### src/rtl/fpu_pkg.sv
// Shared floating-point constants and types for the divider write-back path.
//   QNAN     : canonical quiet NaN returned for 0/0
//   EXP_INF  : all-ones exponent used to build a signed infinity
//   fdiv_res_t : corrected quotient plus its exception flags, as stored in the
//                write-back buffer
package fpu_pkg;

    localparam logic [31:0] QNAN    = 32'h7FC0_0000;
    localparam logic [7:0]  EXP_INF = 8'hFF;

    typedef struct packed {
        logic [31:0] res;
        logic        dz;
        logic        nv;
    } fdiv_res_t;

endpackage

### src/rtl/fdiv_fixup.sv
// Combinational correction of the raw quotient from the float divider.
// Ports:
//   in_s  : raw quotient (sign bit is the XOR of operand signs)
//   in_ze : divisor magnitude is zero
//   in_az : dividend magnitude is zero
//   fix   : corrected result with dz/nv flags
module fdiv_fixup
    import fpu_pkg::*;
(
    input  logic [31:0] in_s,
    input  logic        in_ze,
    input  logic        in_az,
    output fdiv_res_t   fix
);

    always_comb begin
        fix.res = in_s;
        fix.dz  = 1'b0;
        fix.nv  = 1'b0;
        if (in_ze && in_az) begin
            // 0/0 has no meaningful sign: return the canonical quiet NaN.
            fix.res = QNAN;
            fix.nv  = 1'b1;
        end else if (in_ze) begin
            // x/0 keeps the quotient sign and becomes infinity.
            fix.res = {in_s[31], EXP_INF, 23'h0};
            fix.dz  = 1'b1;
        end else if (in_az) begin
            // 0/x is an exact signed zero regardless of what the divider produced.
            fix.res = {in_s[31], 31'h0};
        end
    end

endmodule

### src/rtl/fdiv_wb.sv
// Write-back stage for the float divider: corrects special cases, buffers
// results in a small circular FIFO and keeps sticky exception status.
// Ports:
//   clk, rst_n            : clock, synchronous active-low reset
//   in_valid/in_ready     : result handshake from the divider (in_ready = !full)
//   in_s, in_ze, in_az    : raw quotient and operand-zero indications
//   out_valid/out_ready   : result handshake to the consumer (out_valid = !empty)
//   out_res/out_dz/out_nv : head-of-buffer result and its flags
//   sticky_dz/sticky_nv   : accumulated exception status, cleared by sticky_clr
//   retired               : number of results consumed, modulo 256
module fdiv_wb
    import fpu_pkg::*;
#(
    parameter int DEPTH = 2
) (
    input  logic        clk,
    input  logic        rst_n,
    input  logic        in_valid,
    output logic        in_ready,
    input  logic [31:0] in_s,
    input  logic        in_ze,
    input  logic        in_az,
    output logic        out_valid,
    input  logic        out_ready,
    output logic [31:0] out_res,
    output logic        out_dz,
    output logic        out_nv,
    output logic        sticky_dz,
    output logic        sticky_nv,
    input  logic        sticky_clr,
    output logic [7:0]  retired
);

    localparam int AW = $clog2(DEPTH);

    fdiv_res_t       fix;
    fdiv_res_t       mem_q [DEPTH];

    logic [AW-1:0]   wr_ptr_q, wr_ptr_d;
    logic [AW-1:0]   rd_ptr_q, rd_ptr_d;
    logic [AW:0]     count_q, count_d;
    logic [7:0]      retired_q, retired_d;
    logic            sticky_dz_q, sticky_dz_d;
    logic            sticky_nv_q, sticky_nv_d;

    logic            full, empty, push, pop;

    fdiv_fixup u_fixup (
        .in_s  (in_s),
        .in_ze (in_ze),
        .in_az (in_az),
        .fix   (fix)
    );

    assign full      = (count_q == (AW + 1)'(DEPTH));
    assign empty     = (count_q == '0);
    // Readiness depends only on occupancy, so a same-cycle pop never frees a
    // slot for a push while full.
    assign in_ready  = !full;
    assign out_valid = !empty;
    assign push      = in_valid && in_ready;
    assign pop       = out_valid && out_ready;

    always_comb begin
        wr_ptr_d    = wr_ptr_q;
        rd_ptr_d    = rd_ptr_q;
        count_d     = count_q;
        retired_d   = retired_q;
        sticky_dz_d = sticky_dz_q;
        sticky_nv_d = sticky_nv_q;

        // DEPTH is a power of two, so natural pointer overflow is the wrap.
        if (push) wr_ptr_d = wr_ptr_q + 1'b1;
        if (pop) begin
            rd_ptr_d  = rd_ptr_q + 1'b1;
            retired_d = retired_q + 8'd1;
        end
        if (push && !pop)      count_d = count_q + 1'b1;
        else if (!push && pop) count_d = count_q - 1'b1;

        // Clear first, then OR in new events so a set wins over a clear.
        if (sticky_clr) begin
            sticky_dz_d = 1'b0;
            sticky_nv_d = 1'b0;
        end
        if (push) begin
            sticky_dz_d = sticky_dz_d | fix.dz;
            sticky_nv_d = sticky_nv_d | fix.nv;
        end
    end

    always_ff @(posedge clk) begin
        if (!rst_n) begin
            wr_ptr_q    <= '0;
            rd_ptr_q    <= '0;
            count_q     <= '0;
            retired_q   <= '0;
            sticky_dz_q <= 1'b0;
            sticky_nv_q <= 1'b0;
        end else begin
            wr_ptr_q    <= wr_ptr_d;
            rd_ptr_q    <= rd_ptr_d;
            count_q     <= count_d;
            retired_q   <= retired_d;
            sticky_dz_q <= sticky_dz_d;
            sticky_nv_q <= sticky_nv_d;
        end
    end

    // Result storage carries no reset; its contents are only observed through
    // out_valid, which is controlled by the reset occupancy.
    always_ff @(posedge clk) begin
        if (push && rst_n) mem_q[wr_ptr_q] <= fix;
    end

    assign out_res   = mem_q[rd_ptr_q].res;
    assign out_dz    = mem_q[rd_ptr_q].dz;
    assign out_nv    = mem_q[rd_ptr_q].nv;
    assign sticky_dz = sticky_dz_q;
    assign sticky_nv = sticky_nv_q;
    assign retired   = retired_q;

endmodule

### config.mk
export PLATFORM = sky130hd
export DESIGN_NAME = fdiv_wb
export DESIGN_NICKNAME = d
export VERILOG_FILES = /design/src/rtl/fpu_pkg.sv /design/src/rtl/fdiv_fixup.sv /design/src/rtl/fdiv_wb.sv
export SDC_FILE = /design/constraint.sdc
export NUM_CORES = 1
export LEC_CHECK = 0
export ABC_AREA = 1
export CAP_MARGIN = 40
export CORE_MARGIN = 2
export CORE_UTILIZATION = 49
export DETAILED_ROUTE_END_ITERATION = 6
export GPL_ROUTABILITY_DRIVEN = 0
export GPL_TIMING_DRIVEN = 0
export PLACE_DENSITY_LB_ADDON = 0.3
export SETUP_SLACK_MARGIN = 0.02
export SLEW_MARGIN = 20
export SYNTH_ARGS = -nofsm -noshare
export SYNTH_HDL_FRONTEND = slang
export SYNTH_SLANG_ARGS = --single-unit
### constraint.sdc
create_clock -name clk -period 4.05 [get_ports clk]
set_input_delay 1.0125 -clock clk [delete_from_list [all_inputs] [get_ports clk]]
set_output_delay 1.0125 -clock clk [all_outputs]
set_load 0.02 [all_outputs]
==> impl_metrics.json <==
{
  "tritoncts": "built",
  "final_common_cell": "clkdlybuf4s50_1",
  "fmax_ghz": 0.338,
  "cts-root-buf": "clkbuf_8",
  "path_clk_slew_ns": 0.07,
  "drc": 0,
  "skew_ns": 0.0126,
  "rows": 30,
  "critPathRequiredTime_ns": 3.04,
  "power_density_nw_per_um2": 504,
  "cts_resized": 0,
  "first_global_vias": 2309,
  "drive_gt1_share_pct": 19.4,
  "overflow": 0,
  "final_nets": 422,
  "slew_headroom_pct": 65.0,
  "num_antenna_cells": 0,
  "rsz0062_at_grt": "no",
  "maxCapViolations": 0,
  "setup_viol": 0,
  "clock_latency_ns": 0.35,
  "syn_nets": 326,
  "fin_cells": 482,
  "hold_class": "flip-flop to flip-flop",
  "netlist_instances": 285,
  "ioPinCount": 85,
  "crit_path_max_incr_delay_ns": 0.55,
  "grt_pass1_wl_um": 10500,
  "cts.sinks": 83,
  "p_leak_nw": 1.75,
  "ir_drop_v": 0.000301,
  "critical_path.startpoint_type": "flip-flop",
  "die_h_um": 88.7,
  "postCtsHoldBufs": 0,
  "ant_nets": 0,
  "netlist_area_um2": 3520,
  "critPathBufInv": 3,
  "end_kind": "output pin",
  "cpLargestDelayFamily": "buffers and inverters",
  "critPathArrivalTime_ns": 1.95,
  "path_cells": "buf_2 > buf_4 > mux2_2 > clkdlybuf4s50_1",
  "slew_viol_final": 0,
  "fin_crit_sh_pct": 73.1,
  "pre_cts_ws_ns": 1.18,
  "yosysTopAreaCell": "edfxtp_1",
  "ys_seq_area_share_pct": 66.6,
  "ys_types": 29,
  "final_core_util_pct": 68.5,
  "status": "finished, final reports clean",
  "most-common-layout-cells": "83 x clkdlybuf4s50_1, 68 x edfxtp_1, 62 x nand2_1, 37 x nor2_1, 34 x mux2_2",
  "cts_inserted_buffers": 9,
  "antenna_found_initial": 0,
  "cts-htree-levels": 3,
  "netlist.area_leader.share_pct": 58.0,
  "ys.warnings.count": 0,
  "clk_path_buf_depth": 2,
  "syn_area_per_cell_um2": 12.3,
  "dieArea_um2": 7870,
  "hold_viol": 0,
  "post_cts_buffers": 0,
  "vias": 2351,
  "fin_setup_tns_ns": 0,
  "wl_per_cell_um": 14.2,
  "place_inst": 466,
  "wl_um": 6820,
  "period_minus_slack_ns": 2.96,
  "core_um2": 6870,
  "synth-seq-cells": 83,
  "hpwl_um": 4640,
  "synth_area_leaders": "edfxtp_1 58%, mux2_2 11%, dfxtp_1 8.5%",
  "drt_iter0_markers": 111,
  "drt_first_pass_iters": 4,
  "grt_use_total_pct": 18.0,
  "crit_slowest_cell": "clkdlybuf4s50_1",
  "viasPerCell": 4.88,
  "worst_pin_slew_ns": 0.526,
  "worst_slack_ns": 1.09,
  "port_buffers": 83,
  "grt_max_degree": 24,
  "fp.dieW_um": 88.7,
  "initial_core_util_pct": 51.2,
  "crit_type": "flip-flop to output pin",
  "areaGrowthSynthToFinish_pct": 33.7,
  "worstPathMaxFanout": 10
}
cell usage after synthesis, drive strengths merged:
cell / number
clkbuf: 3
mux2: 34
dfxtp: 15
ha: 2
nand3: 9
nor2: 43
o21ai: 5
a21oi: 7
or2: 1
buf: 9
inv: 21
a21boi: 1
edfxtp: 68
nand2: 64
o22ai: 1
nand4: 2
sequential cells by signal, summed over array words and instances, names as in the netlist, named ones only:
register,count
rd_ptr_q,1
sticky_nv,1
mem_q,68
sticky_dz,1
count_q,2
retired,8
wr_ptr_q,1
routing by layer:
metal / up-vias / GRT usage (%) / wire (um)
li1: 1164 / - / -
met3: 10 / 4.57 / 353
met4: 0 / 7.44 / 89
met5: - / 0 / 0
met2: 62 / 30.7 / 3450
met1: 1115 / 21.8 / 2930
worst paths after layout:
check	startpoint	endpoint	slack [ns]	cells past startpoint
worst min register to register	rd_ptr_q	rd_ptr_q	0.47	1
worst min-delay path	rd_ptr_q	rd_ptr_q	0.47	1
worst max-delay path	flip-flop	out_res[9]	1.09	4
worst max register to register	count_q[0]	mem_q[1][14]	2.19	5
power by group:
part / internal [mW] / switching [mW] / total, mW / leakage, nW
Clock: 0.282 / 0.274 / 0.556 / 0.0918
Sequential: 1.01 / 0.0419 / 1.06 / 0.754
Combinational: 0.369 / 0.386 / 0.755 / 0.903
metrics by stage:
step | cell area [um^2] | power (mW) | hold slack [ns]
after global placement | 4470 | 1.81 | 0.440
after floorplan | 3520 | 1.53 | 0.430
after detailed placement | 4520 | 1.84 | 0.453
final | 4700 | 2.37 | 0.468
after global routing | 4700 | 2.47 | 0.478
after CTS | 4700 | 2.39 | 0.462
cell type report:
| class | instances | area (um^2) |
|---|---|---|
| clock inverter | 4 | 43.8 |
| sequential | 83 | 2340 |
| inverter | 21 | 78.8 |
| timing repair buffer | 85 | 871 |
| fill | 487 | 2170 |
| multi-input combinational | 169 | 1030 |
| buffer | 12 | 82.6 |
| clock buffer | 12 | 135 |
| tap | 96 | 120 |
logic make-up (layout without fill, tap and decap cells):
logic type | Yosys count | after routing | synth area share [%]
mux | 34 | 34 | 10.9
simple gates | 119 | 119 | 14.6
flops | 83 | 83 | 66.6
fa+ha+maj | 2 | 2 | 0.711
compound gates | 14 | 14 | 2.63
buf+inv | 33 | 134 | 4.59
No activity file was read; power rests on OpenSTA's default activity.
